<file path="src/rtl/edf_irq_delivery_if.sv">
// Winner/claim and core request/ack/eoi signal bundle for the EDF delivery stage.
// slave = delivery stage, master = controller + core side.
interface edf_irq_delivery_if #(
  parameter int NrIrqs   = 4,
  parameter int TsWidth  = 24,
  parameter int CntWidth = 16
);
  localparam int IdWidth = $clog2(NrIrqs);

  logic                ic_valid_i;
  logic [IdWidth-1:0]  ic_id_i;
  logic [TsWidth-1:0]  ic_dl_i;
  logic                ic_ack_o;
  logic [IdWidth-1:0]  ic_ack_id_o;
  logic                core_irq_o;
  logic [IdWidth-1:0]  core_irq_id_o;
  logic                core_ack_i;
  logic                core_eoi_i;
  logic                active_o;
  logic                miss_o;
  logic [IdWidth-1:0]  miss_id_o;
  logic [CntWidth-1:0] miss_cnt_o;

  modport slave (
    input  ic_valid_i, ic_id_i, ic_dl_i, core_ack_i, core_eoi_i,
    output ic_ack_o, ic_ack_id_o, core_irq_o, core_irq_id_o,
           active_o, miss_o, miss_id_o, miss_cnt_o
  );

  modport master (
    output ic_valid_i, ic_id_i, ic_dl_i, core_ack_i, core_eoi_i,
    input  ic_ack_o, ic_ack_id_o, core_irq_o, core_irq_id_o,
           active_o, miss_o, miss_id_o, miss_cnt_o
  );
endinterface

</file>
<file path="src/rtl/edf_irq_delivery.sv">
// Presents the EDF winner to the core (req/ack/eoi), claims it back to the controller, flags deadline misses.
// core_irq_o 1 cycle after a sampled winner; ic_ack_o/miss_o are registered 1-cycle pulses; one interrupt in flight.
module edf_irq_delivery #(
  parameter int NrIrqs   = 4,
  parameter int TsWidth  = 24,
  parameter int CntWidth = 16
) (
  input  logic               clk_i,
  input  logic               rst_ni,
  input  logic [63:0]        mtime_i,
  edf_irq_delivery_if.slave  bus
);
  localparam int IdWidth = $clog2(NrIrqs);

  typedef enum logic [1:0] {
    S_IDLE   = 2'd0,
    S_REQ    = 2'd1,
    S_ACTIVE = 2'd2
  } state_e;

  state_e               r_state, w_state_nxt;
  logic [IdWidth-1:0]   r_id, w_id_nxt;
  logic [TsWidth-1:0]   r_dl, w_dl_nxt;
  logic                 w_take, w_retarget, w_to_idle;
  logic                 r_ack;
  logic [IdWidth-1:0]   r_ack_id;
  logic                 r_miss_flag, r_miss;
  logic [IdWidth-1:0]   r_miss_id;
  logic [CntWidth-1:0]  r_miss_cnt;
  logic [TsWidth-1:0]   w_diff;
  logic                 w_late, w_miss_hit;
  logic                 w_unused_mtime;

  assign w_unused_mtime = ^mtime_i[63:TsWidth];

  always_comb begin
    w_state_nxt = r_state;
    w_id_nxt    = r_id;
    w_dl_nxt    = r_dl;
    w_take      = 1'b0;
    w_retarget  = 1'b0;
    w_to_idle   = 1'b0;
    case (r_state)
      S_IDLE: begin
        if (bus.ic_valid_i) begin
          w_state_nxt = S_REQ;
          w_id_nxt    = bus.ic_id_i;
          w_dl_nxt    = bus.ic_dl_i;
        end
      end
      S_REQ: begin
        // ack beats withdraw beats retarget; a simultaneous eoi is simply not looked at here
        if (bus.core_ack_i) begin
          w_state_nxt = S_ACTIVE;
          w_take      = 1'b1;
        end else if (!bus.ic_valid_i) begin
          w_state_nxt = S_IDLE;
          w_to_idle   = 1'b1;
        end else if (bus.ic_id_i != r_id) begin
          w_id_nxt    = bus.ic_id_i;
          w_dl_nxt    = bus.ic_dl_i;
          w_retarget  = 1'b1;
        end
      end
      S_ACTIVE: begin
        if (bus.core_eoi_i) begin
          w_state_nxt = S_IDLE;
          w_to_idle   = 1'b1;
        end
      end
      default: w_state_nxt = S_IDLE;
    endcase
  end

  // Signed modular difference keeps the comparison correct across timer wrap.
  assign w_diff     = mtime_i[TsWidth-1:0] - r_dl;
  assign w_late     = ((r_state == S_REQ) || (r_state == S_ACTIVE)) &&
                      !w_diff[TsWidth-1] && (w_diff != '0);
  assign w_miss_hit = w_late && !r_miss_flag && !w_retarget;

  always_ff @(posedge clk_i or negedge rst_ni) begin
    if (!rst_ni) begin
      r_state     <= S_IDLE;
      r_id        <= '0;
      r_dl        <= '0;
      r_ack       <= 1'b0;
      r_ack_id    <= '0;
      r_miss_flag <= 1'b0;
      r_miss      <= 1'b0;
      r_miss_id   <= '0;
      r_miss_cnt  <= '0;
    end else begin
      r_state  <= w_state_nxt;
      r_id     <= w_id_nxt;
      r_dl     <= w_dl_nxt;
      r_ack    <= w_take;
      if (w_take) begin
        r_ack_id <= r_id;
      end
      r_miss <= w_miss_hit;
      if (w_to_idle || w_retarget) begin
        r_miss_flag <= 1'b0;
      end else if (w_miss_hit) begin
        r_miss_flag <= 1'b1;
      end
      if (w_miss_hit) begin
        r_miss_id <= r_id;
        if (r_miss_cnt != {CntWidth{1'b1}}) begin
          r_miss_cnt <= r_miss_cnt + {{(CntWidth-1){1'b0}}, 1'b1};
        end
      end
    end
  end

  assign bus.core_irq_o    = (r_state == S_REQ);
  assign bus.core_irq_id_o = r_id;
  assign bus.active_o      = (r_state == S_ACTIVE);
  assign bus.ic_ack_o      = r_ack;
  assign bus.ic_ack_id_o   = r_ack_id;
  assign bus.miss_o        = r_miss;
  assign bus.miss_id_o     = r_miss_id;
  assign bus.miss_cnt_o    = r_miss_cnt;
endmodule

</file>
<file path="src/flat_wrapper.sv">
// flat-port wrapper written by rule: the top's interface ports become plain ports
module edf_irq_delivery_flat 
#(
  parameter int NrIrqs   = 4,
  parameter int TsWidth  = 24,
  parameter int CntWidth = 16
)
  (clk_i, rst_ni, mtime_i, bus_ic_valid_i, bus_ic_id_i, bus_ic_dl_i, bus_core_ack_i, bus_core_eoi_i, bus_ic_ack_o, bus_ic_ack_id_o, bus_core_irq_o, bus_core_irq_id_o, bus_active_o, bus_miss_o, bus_miss_id_o, bus_miss_cnt_o);
  edf_irq_delivery_if #(.NrIrqs(NrIrqs), .TsWidth(TsWidth), .CntWidth(CntWidth)) bus_i ();
  input  logic clk_i;
  input  logic rst_ni;
  input  logic [63:0] mtime_i;
  input wire logic [$bits(bus_i.ic_valid_i)-1:0] bus_ic_valid_i;
  input wire logic [$bits(bus_i.ic_id_i)-1:0] bus_ic_id_i;
  input wire logic [$bits(bus_i.ic_dl_i)-1:0] bus_ic_dl_i;
  input wire logic [$bits(bus_i.core_ack_i)-1:0] bus_core_ack_i;
  input wire logic [$bits(bus_i.core_eoi_i)-1:0] bus_core_eoi_i;
  output wire logic [$bits(bus_i.ic_ack_o)-1:0] bus_ic_ack_o;
  output wire logic [$bits(bus_i.ic_ack_id_o)-1:0] bus_ic_ack_id_o;
  output wire logic [$bits(bus_i.core_irq_o)-1:0] bus_core_irq_o;
  output wire logic [$bits(bus_i.core_irq_id_o)-1:0] bus_core_irq_id_o;
  output wire logic [$bits(bus_i.active_o)-1:0] bus_active_o;
  output wire logic [$bits(bus_i.miss_o)-1:0] bus_miss_o;
  output wire logic [$bits(bus_i.miss_id_o)-1:0] bus_miss_id_o;
  output wire logic [$bits(bus_i.miss_cnt_o)-1:0] bus_miss_cnt_o;
  assign bus_i.ic_valid_i = bus_ic_valid_i;
  assign bus_i.ic_id_i = bus_ic_id_i;
  assign bus_i.ic_dl_i = bus_ic_dl_i;
  assign bus_i.core_ack_i = bus_core_ack_i;
  assign bus_i.core_eoi_i = bus_core_eoi_i;
  assign bus_ic_ack_o = bus_i.ic_ack_o;
  assign bus_ic_ack_id_o = bus_i.ic_ack_id_o;
  assign bus_core_irq_o = bus_i.core_irq_o;
  assign bus_core_irq_id_o = bus_i.core_irq_id_o;
  assign bus_active_o = bus_i.active_o;
  assign bus_miss_o = bus_i.miss_o;
  assign bus_miss_id_o = bus_i.miss_id_o;
  assign bus_miss_cnt_o = bus_i.miss_cnt_o;
  edf_irq_delivery #(.NrIrqs(NrIrqs), .TsWidth(TsWidth), .CntWidth(CntWidth)) u_core (.clk_i(clk_i), .rst_ni(rst_ni), .mtime_i(mtime_i), .bus(bus_i));
endmodule
</file>
<file path="config.mk">
export PLATFORM = sky130hd
export DESIGN_NAME = edf_irq_delivery_flat
export DESIGN_NICKNAME = d
export VERILOG_FILES = /design/src/rtl/edf_irq_delivery_if.sv /design/src/rtl/edf_irq_delivery.sv /design/src/flat_wrapper.sv
export SDC_FILE = /design/constraint.sdc
export NUM_CORES = 1
export LEC_CHECK = 0
export ABC_AREA = 1
export CORE_MARGIN = 1.5
export CORE_UTILIZATION = 45
export DETAILED_ROUTE_END_ITERATION = 12
export PLACE_DENSITY_LB_ADDON = 0.12
export SETUP_SLACK_MARGIN = 0.05
export SLEW_MARGIN = 20
export SYNTH_ARGS = -nofsm -noshare
export SYNTH_HDL_FRONTEND = slang
export SYNTH_SLANG_ARGS = --single-unit
</file>
<file path="constraint.sdc">
create_clock -name clk_i -period 6.72 [get_ports clk_i]
set_clock_uncertainty 0.1 [all_clocks]
set_input_delay 0.672 -clock clk_i [delete_from_list [all_inputs] [get_ports clk_i]]
set_output_delay 0.672 -clock clk_i [all_outputs]
set_load 0.05 [all_outputs]
</file>
### Word level (Yosys, flattened, before mapping)

Cells that the tools add are included.

* $add $sub $neg: 2
* equality and inequality tests: 10
* multiplexer cells: 27
* reduce and logical (&&, ||, !) cells: 16

Operators with widths (number)
* 24-bit two-way mux: 4
* 24-bit one-hot mux with 2 select lines: 1
* 24-bit nonzero test: 1
* 24-bit subtractor: 1
* 16-bit by 1-bit adder with 16-bit output, second input constant: 1
* 2-bit two-way mux: 8
* 16-bit != test, second input constant: 1
* 1-bit two-way mux: 11
* 2-bit != test, second input constant: 4
* 2-bit one-hot mux with 3 select lines: 1
* 5-bit AND reduction: 1
* 1-bit logical AND: 4
* 2-bit one-hot mux with 2 select lines: 1
* 2-bit nonzero test: 2
* 1-bit logical NOT: 3
* 3-bit != test, second input constant: 1
* 3-bit AND reduction: 1
* 2-bit by 1-bit equality test with 1-bit output, second input constant: 1
* 2-bit equality test, second input constant: 1
* 2-bit logical NOT: 1
* 1-bit logical OR: 2
* 2-bit by 1-bit != test with 1-bit output, second input constant: 1
* 2-bit != test: 1
* 1-bit one-hot mux with 2 select lines: 1
* 2-bit AND reduction: 1

* register bits after elaboration: 51
* input port bits: 95
* output and inout port bits: 26
* logic and storage cells: 64

### Longest topological paths before layout

Gate-level depths: netlist (run 1).

* depth in word-level cells: 9
* depth in mapped cells: 20
* depth with buffers taken out: 19

### Worst setup path after synthesis (run 1)

Ideal clock, no wire load.

* kind: input to register
* start: input mtime_i[0]
* end: register u_core.r_miss_cnt[12], in the netlist u_core.bus.miss_cnt_o[12]
* setup time: 0.066 ns
* data arrival time: 2.587 ns
* data required time: 6.554 ns
* setup slack: 3.967 ns
* stages: 19
* buffers on the path: 1
* path through: inv_1 > ha_1 > fa_1 > inv_1 > nand3_1 > nand2_1 > nand2_1 > nand3_1 > nand2_1 > nand3_1 > nand2_1 > inv_1 > nand3_1 > nor2_2 > nand2_4 > nand3_4 > buf_8 > nand2_2 > nand2_1

* longest elaborated chain between the ends: 7
* elaborated cells on any way between the ends: 8
* classes of those cells: add/sub (1); reduce/logical (7)

Ends and longest elaborated chain
* from (decl): line flat_wrapper.sv:12 `input logic [63:0] mtime_i;`
* 24-bit subtractor (*): line edf_irq_delivery.sv:76 `assign w_diff = mtime_i[TsWidth-1:0] - r_dl;`
* branches (longest 2 deep; another with 24-bit nonzero test)
* 1-bit logical AND (*): line edf_irq_delivery.sv:78 `!w_diff[TsWidth-1] && (w_diff != '0);`
* 1-bit logical AND (*) (2 in a row): line edf_irq_delivery.sv:79 `assign w_miss_hit = w_late && !r_miss_flag && !w_retarget;`
* 2-bit AND reduction (no source line) (*)
* to (signal assigned): line edf_irq_delivery.sv:109 `r_miss_cnt <= r_miss_cnt + {{(CntWidth-1){1'b0}}, 1'b1};`
* to (decl): line edf_irq_delivery.sv:29 `logic [CntWidth-1:0] r_miss_cnt;`

Every way passes the cells marked *.
A chain may end at the register's enable or synchronous reset.

### Worst setup path after layout (run 1)

* start: input mtime_i[0]
* end: register u_core.r_miss_cnt[0], in the netlist u_core.bus.miss_cnt_o[0]

Same word-level chain as after synthesis.

==> results.json, run 1 <==
{
  "status": "completed",
  "drv_cap": 0,
  "worst_setup_path_start_kind": "input pin",
  "clock_sinks": 51,
  "critical_path.endpoint_type": "register",
  "drc": 0,
  "cp_data_required_time_ps": 6880,
  "synth-seq-cells": 51,
  "fillers": 917,
  "path_clk_slew_ps": 100,
  "antenna_found_initial": 0,
  "grt_max_degree": 52,
  "final_common_cell": "nand2_1",
  "vias_per_cell": 5.010,
  "diodes": 0,
  "worst_pin_slew_ps": 656.5,
  "clock-root-buffer": "clkbuf_8",
  "wl_per_cell_um": 12.65,
  "clk_latency_ps": 310,
  "grt_usage": 0.2232,
  "cts_hold_buf": 0,
  "critical_path_class": "input pin to register",
  "slowest_delay_ps": 460,
  "hold_class": "input pin to asynchronous set/reset pin",
  "ios": 121,
  "critPathMaxFanout": 18,
  "dp_hpwl_um": 8413,
  "grt_first_pass_wirelength_um": 18170,
  "path_cells": "clkdlybuf4s50_1 > inv_1 > ha_1 > fa_1 > inv_1 > nand3_1 > nand2_1 > nand2_1 > nand3_1 > nand2_1 > nand2_1 > nand3_1 > nor2_1 > nand2_1 > nor2_2 > nand2_4 > nand3_4 > nand2_1 > nand2_1",
  "power_density_nw_per_um2": 401.4,
  "multiInputGateArea_um2": 2510,
  "h-tree-depth": 2,
  "core_um2": 9196,
  "start_util": 0.4618,
  "cp.arrival_ps": 3470,
  "clockBufferDepth": 2,
  "die_width_um": 100.1,
  "synthCells": 626,
  "firstDrtPassIters": 5,
  "via_count": 4098,
  "drive_gt1_frac": 0.08487,
  "async_flop_share": 1.000,
  "globalRouteOverflowTotal": 0,
  "syn_avg_cell_area_um2": 6.784,
  "layoutNonFillerInstCount": 818,
  "synthDistinctLibCells": 38,
  "synth_area_um2": 4247,
  "crit_top_cell": "nand2_1",
  "tritoncts.num_buffers": 5,
  "hold_viol_final": 0,
  "rsz0062_at_grt": "no",
  "ant_nets": 0,
  "cts_resized": 0,
  "final_cell_mix": "nand2_1 (169), inv_1 (107), clkdlybuf4s50_1 (79)",
  "dr.first_iter.drc_count": 150,
  "yosysWarnings": 0,
  "port_buffers": 80,
  "postCtsSetupBuffers": 0,
  "fin_setup_tns_ps": 0,
  "synth_top_cell_by_area": "dfrtp_1",
  "grt_pass1_vias": 4055,
  "synthFlopType": "dfrtp_1",
  "cts_tree": "yes",
  "period_share": 0.4932,
  "rows": 35,
  "wl_um": 10340,
  "dp_cells": 810,
  "period_minus_slack_ps": 3315,
  "slew_headroom": 0.5624,
  "holdWs_ps": 356.4,
  "peakVddDrop_mv": 0.2832,
  "power_leakage_nw": 2.800,
  "netlist_top_cells_area": "dfrtp_1 (30%), nand2_1 (15%), inv_1 (9.5%), ha_1 (8.0%), a21oi_1 (5.2%)",
  "synth_nets": 749,
  "critPathSlowestCell": "clkdlybuf4s50_1",
  "setup_viol": 0,
  "place.gp.congestion": 0.9193,
  "fp.dieArea_um2": 10030,
  "fin_nets": 829,
  "finalMaxSlewViolations": 0,
  "final-seq-area_um2": 1276,
  "synth_edf_count": 0,
  "ys_seq_area_frac": 0.3005,
  "netlist.area_leader.share": 0.3005,
  "syn_to_final_growth_pct": 24.34,
  "dieHeight_um": 100.1,
  "fmax_mhz": 301.7
}
registers in the layout (all words and copies together), names as in the netlist:
register                  count
u_core.bus.ic_ack_id_o        2
u_core.r_miss_flag            1
u_core.bus.ic_ack_o           1
u_core.bus.miss_id_o          2
u_core.bus.miss_cnt_o        16
u_core.r_dl                  24
u_core.bus.miss_o             1
u_core.r_state                2
u_core.bus.core_irq_id_o      2
path summary, 6_finish.rpt:
check | start | slack, ps | cells after the start | to
setup reg to reg | u_core.r_dl[0]$_DFFE_PN0P_ | 3870 | 17 | u_core.bus.miss_cnt_o[0]$_DFFE_PN0P_
setup / recovery | mtime_i[0] | 3410 | 19 | u_core.bus.miss_cnt_o[0]$_DFFE_PN0P_
hold reg to reg | u_core.bus.ic_ack_id_o[0]$_DFFE_PN0P_ | 400 | 2 | u_core.bus.ic_ack_id_o[0]$_DFFE_PN0P_
hold / removal | rst_ni | 360 | 2 | u_core.r_dl[22]$_DFFE_PN0P_
min in group clk_i | u_core.bus.ic_ack_id_o[0]$_DFFE_PN0P_ | 400 | 2 | u_core.bus.ic_ack_id_o[0]$_DFFE_PN0P_
max in group asynchronous | rst_ni | 5720 | 2 | u_core.r_dl[0]$_DFFE_PN0P_
logic make-up (layout without fill, tap and decap cells):
kind of cell / after synthesis / count (layout) / share of synthesized area
compound gates: 60 / 60 / 0.07572
flops: 51 / 51 / 0.3005
mux: 2 / 2 / 0.005303
fa+ha+maj: 28 / 28 / 0.08427
buf+inv: 123 / 204 / 0.1126
simple gates: 340 / 340 / 0.3745
xor+xnor: 22 / 22 / 0.04714
per-layer routing:
metal	GRT usage	wire (um)	part of all wire	vias to the layer above
met5	0	0	0	-
met4	0.06067	138	0.013	0
met3	0.02716	334	0.032	12
met2	0.3888	5103	0.49	59
met1	0.2932	4767	0.46	1896
li1	-	-	-	2131
Yosys cell counts, drive strengths merged, types with 8 or more instances:
cell and n:
a21oi 45, dfrtp 51, o21ai 9, nand3 45
nand2 191, nor3 14, nor2 63, inv 114
xor2 14, nand4 25, ha 27, xnor2 8
where the power goes:
group | leakage, nW | total (mW) | switching (mW) | internal [mW]
Sequential | 0.616 | 0.476 | 0.0572 | 0.419
Combinational | 2.12 | 1.42 | 0.931 | 0.488
Clock | 0.0587 | 0.224 | 0.111 | 0.113
per-stage QoR:
step                      setup WS (ps)  power (mW)  utilization  cell area [um^2]
after floorplan                    3967       1.561            -              4247
after global placement             3116       1.879       0.5615              5164
after detailed placement           3066       1.902       0.5615              5164
after CTS                          3402       2.132       0.5742              5280
after global routing               3178       2.340       0.5742              5280
final                              3405       2.119       0.5742              5280
final cells by class:
class,count,area share
multi-input cells,452,0.4754
flip-flops and latches,51,0.2417
repair buffers,82,0.1536
inverters,114,0.08104
well taps,111,0.02630
clock buffers,5,0.01303
clock inverters,3,0.009005
critical path, delay by kind of cell:
family                   cells  cell delay [ps]
AND/OR/NAND/NOR             14             1580
buffers and inverters        3              600
adder cells (fa/ha/maj)      2              630
Power figures use the tool's default switching activity.
==> inputs of run 2 (changes only) <==
==> constraint.sdc (replaced) <==
create_clock -name clk_i -period 3.41 [get_ports clk_i]
set_clock_uncertainty 0.1 [all_clocks]
set_input_delay 0.341 -clock clk_i [delete_from_list [all_inputs] [get_ports clk_i]]
set_output_delay 0.341 -clock clk_i [all_outputs]
set_load 0.05 [all_outputs]
==> results.json, run 2 (synthesis gave the netlist of run 1 again) <==
{
  "diodes": 0,
  "clk_latency_ps": 310,
  "switching_share": 0.5086,
  "finalMaxSlewViolations": 0,
  "ios": 121,
  "antenna_found_initial": 0,
  "fin_util": 0.5767,
  "fillers": 925,
  "setup_viol": 0,
  "cp.arrival_ps": 3090,
  "fin_nets": 830,
  "wl_um": 10360,
  "seqPwrFrac": 0.220,
  "postCtsSetupBuffers": 0,
  "cts_hold_buf": 0,
  "period_minus_slack_ps": 2992,
  "top_register": "u_core.r_dl",
  "p_int_mw": 2.092,
  "h-tree-depth": 2,
  "p_clk_frac": 0.116,
  "dr.first_iter.drc_count": 153,
  "grt_usage": 0.2168,
  "fmax_mhz": 334.3,
  "tritoncts.num_buffers": 5,
  "path_cells": "clkdlybuf4s50_1 > inv_1 > ha_1 > fa_1 > nor2_1 > nand2_1 > nand3_1 > nand2_1 > nand2_1 > nand2_1 > nand3_1 > nand2_1 > nand3_2 > nor2_4 > nand2_4 > nand3_4 > nand2_1 > nand2_1",
  "globalRouteOverflowTotal": 0,
  "fp.dieArea_um2": 10030,
  "fin_setup_tns_ps": 0,
  "power_density_nw_per_um2": 802.9,
  "drc": 0,
  "power_leakage_nw": 2.812,
  "cts_tree": "yes",
  "p_comb_frac": 0.664,
  "crit_top_cell": "nand2_1",
  "hold_class": "input pin to asynchronous set/reset pin",
  "status": "finished, violations left",
  "grt_pass1_vias": 3998,
  "worst_setup_path_start_kind": "input pin",
  "firstDrtPassIters": 4,
  "final_common_cell": "nand2_1",
  "largest_reg_flops": 24,
  "place.gp.congestion": 0.9293,
  "ant_nets": 0,
  "clock-root-buffer": "clkbuf_8",
  "syn_to_final_growth_pct": 24.90,
  "clock_sinks": 51,
  "drv_cap": 0,
  "period_share": 0.8773,
  "final_cell_mix": "nand2_1 (169), inv_1 (107), clkdlybuf4s50_1 (79)",
  "dp_hpwl_um": 8495,
  "critPathSlowestCell": "clkdlybuf4s50_1",
  "hold_viol_final": 3,
  "path_clk_slew_ps": 90,
  "rows": 35,
  "fin_total_pwr_mw": 4.258,
  "clockBufferDepth": 2,
  "core_um2": 9196,
  "worst_pin_slew_ps": 770.1,
  "critical_path_class": "input pin to register",
  "peakVddDrop_mv": 0.5029,
  "slew_headroom": 0.4866,
  "wl_per_cell_um": 12.65,
  "start_util": 0.4618,
  "grt_max_degree": 47,
  "via_count": 4049,
  "slowest_delay_ps": 450,
  "power.switching_mw": 2.166,
  "drive_gt1_frac": 0.08475,
  "port_buffers": 80,
  "cts_resized": 0,
  "cp_data_required_time_ps": 3510,
  "rsz0062_at_grt": "no",
  "holdWs_ps": -7.244,
  "violations": "negative hold slack",
  "path_buf_inv": 2,
  "critical_path.endpoint_type": "register",
  "crit_family": "simple AND/OR/NAND/NOR gates",
  "critPathMaxFanout": 18,
  "grt_first_pass_wirelength_um": 17550,
  "dieHeight_um": 100.1,
  "die_width_um": 100.1,
  "vias_per_cell": 4.944
}
run 2: cell count changes in the layout (fill, tap and decap cells not counted):
cell | before | now
buf_4 | 2 | 3
clkinv_4 | 1 | 0
bufinv_16 | 1 | 2
clkbuf_1 | 0 | 1
inv_6 | 1 | 0
run 2: routing by layer:
metal | wire length, um | global-route usage | vias up | share of wire
met5 | 0 | 0 | - | 0
met4 | 79 | 0.04984 | 0 | 0.0076
met3 | 250 | 0.02994 | 6 | 0.024
met2 | 5114 | 0.3909 | 48 | 0.49
met1 | 4918 | 0.2752 | 1854 | 0.47
li1 | - | - | 2141 | -
run 2: power groups by stage:
stage | clock network, mW | logic [mW] | registers [mW]
after floorplan | 0 | 1.93 | 1.14
after global placement | 0 | 2.78 | 0.938
after detailed placement | 0 | 2.83 | 0.946
after CTS | 0.505 | 2.84 | 0.936
after global routing | 0.528 | 3.19 | 0.960
final | 0.495 | 2.83 | 0.935
run 2: worst paths after layout:
| kind | from | end | slack, ps | depth (start not counted) |
|---|---|---|---|---|
| setup / recovery | mtime_i[0] | u_core.bus.miss_cnt_o[0]$_DFFE_PN0P_ | 420 | 18 |
| hold / removal | rst_ni | u_core.r_dl[22]$_DFFE_PN0P_ | -7 | 1 |
| setup reg to reg | u_core.r_dl[0]$_DFFE_PN0P_ | u_core.bus.miss_cnt_o[0]$_DFFE_PN0P_ | 540 | 16 |
| hold reg to reg | u_core.bus.ic_ack_id_o[1]$_DFFE_PN0P_ | u_core.bus.ic_ack_id_o[1]$_DFFE_PN0P_ | 390 | 2 |
| max in group asynchronous | rst_ni | u_core.r_dl[10]$_DFFE_PN0P_ | 2470 | 2 |
| min in group clk_i | u_core.bus.ic_ack_id_o[1]$_DFFE_PN0P_ | u_core.bus.ic_ack_id_o[1]$_DFFE_PN0P_ | 390 | 2 |
run 2: per-stage QoR:
step                instances  setup WS (ps)  area (um^2)
floorplan                 626          960.7         4247
global placement          811          136.4         5171
detailed placement        811          87.98         5171
CTS                       819          432.9         5304
global route              819          159.6         5304
finish                    819          418.3         5304
run 2: layout make-up:
cell class              instances  area (um^2)  area share
multi-input cells             452         2510      0.4732
inverters                     114        427.9     0.08068
clock inverters                 2        60.06     0.01132
repair buffers                 83        818.3      0.1543
clock buffers                   6        72.57     0.01368
well taps                     111        138.9     0.02619
flip-flops and latches         51         1276      0.2406
run 2: worst register-to-register path: stages (launching register included):
cell	delay (ps)
dfrtp_1	400
ha_1	210
fa_1	410
nor2_1	200
nand2_1	70
nand3_1	110
nand2_1	80
nand2_1	110
nand2_1	90
nand3_1	80
nand2_1	70
nand3_2	120
nor2_4	60
nand2_4	180
nand3_4	280
nand2_1	150
nand2_1	50
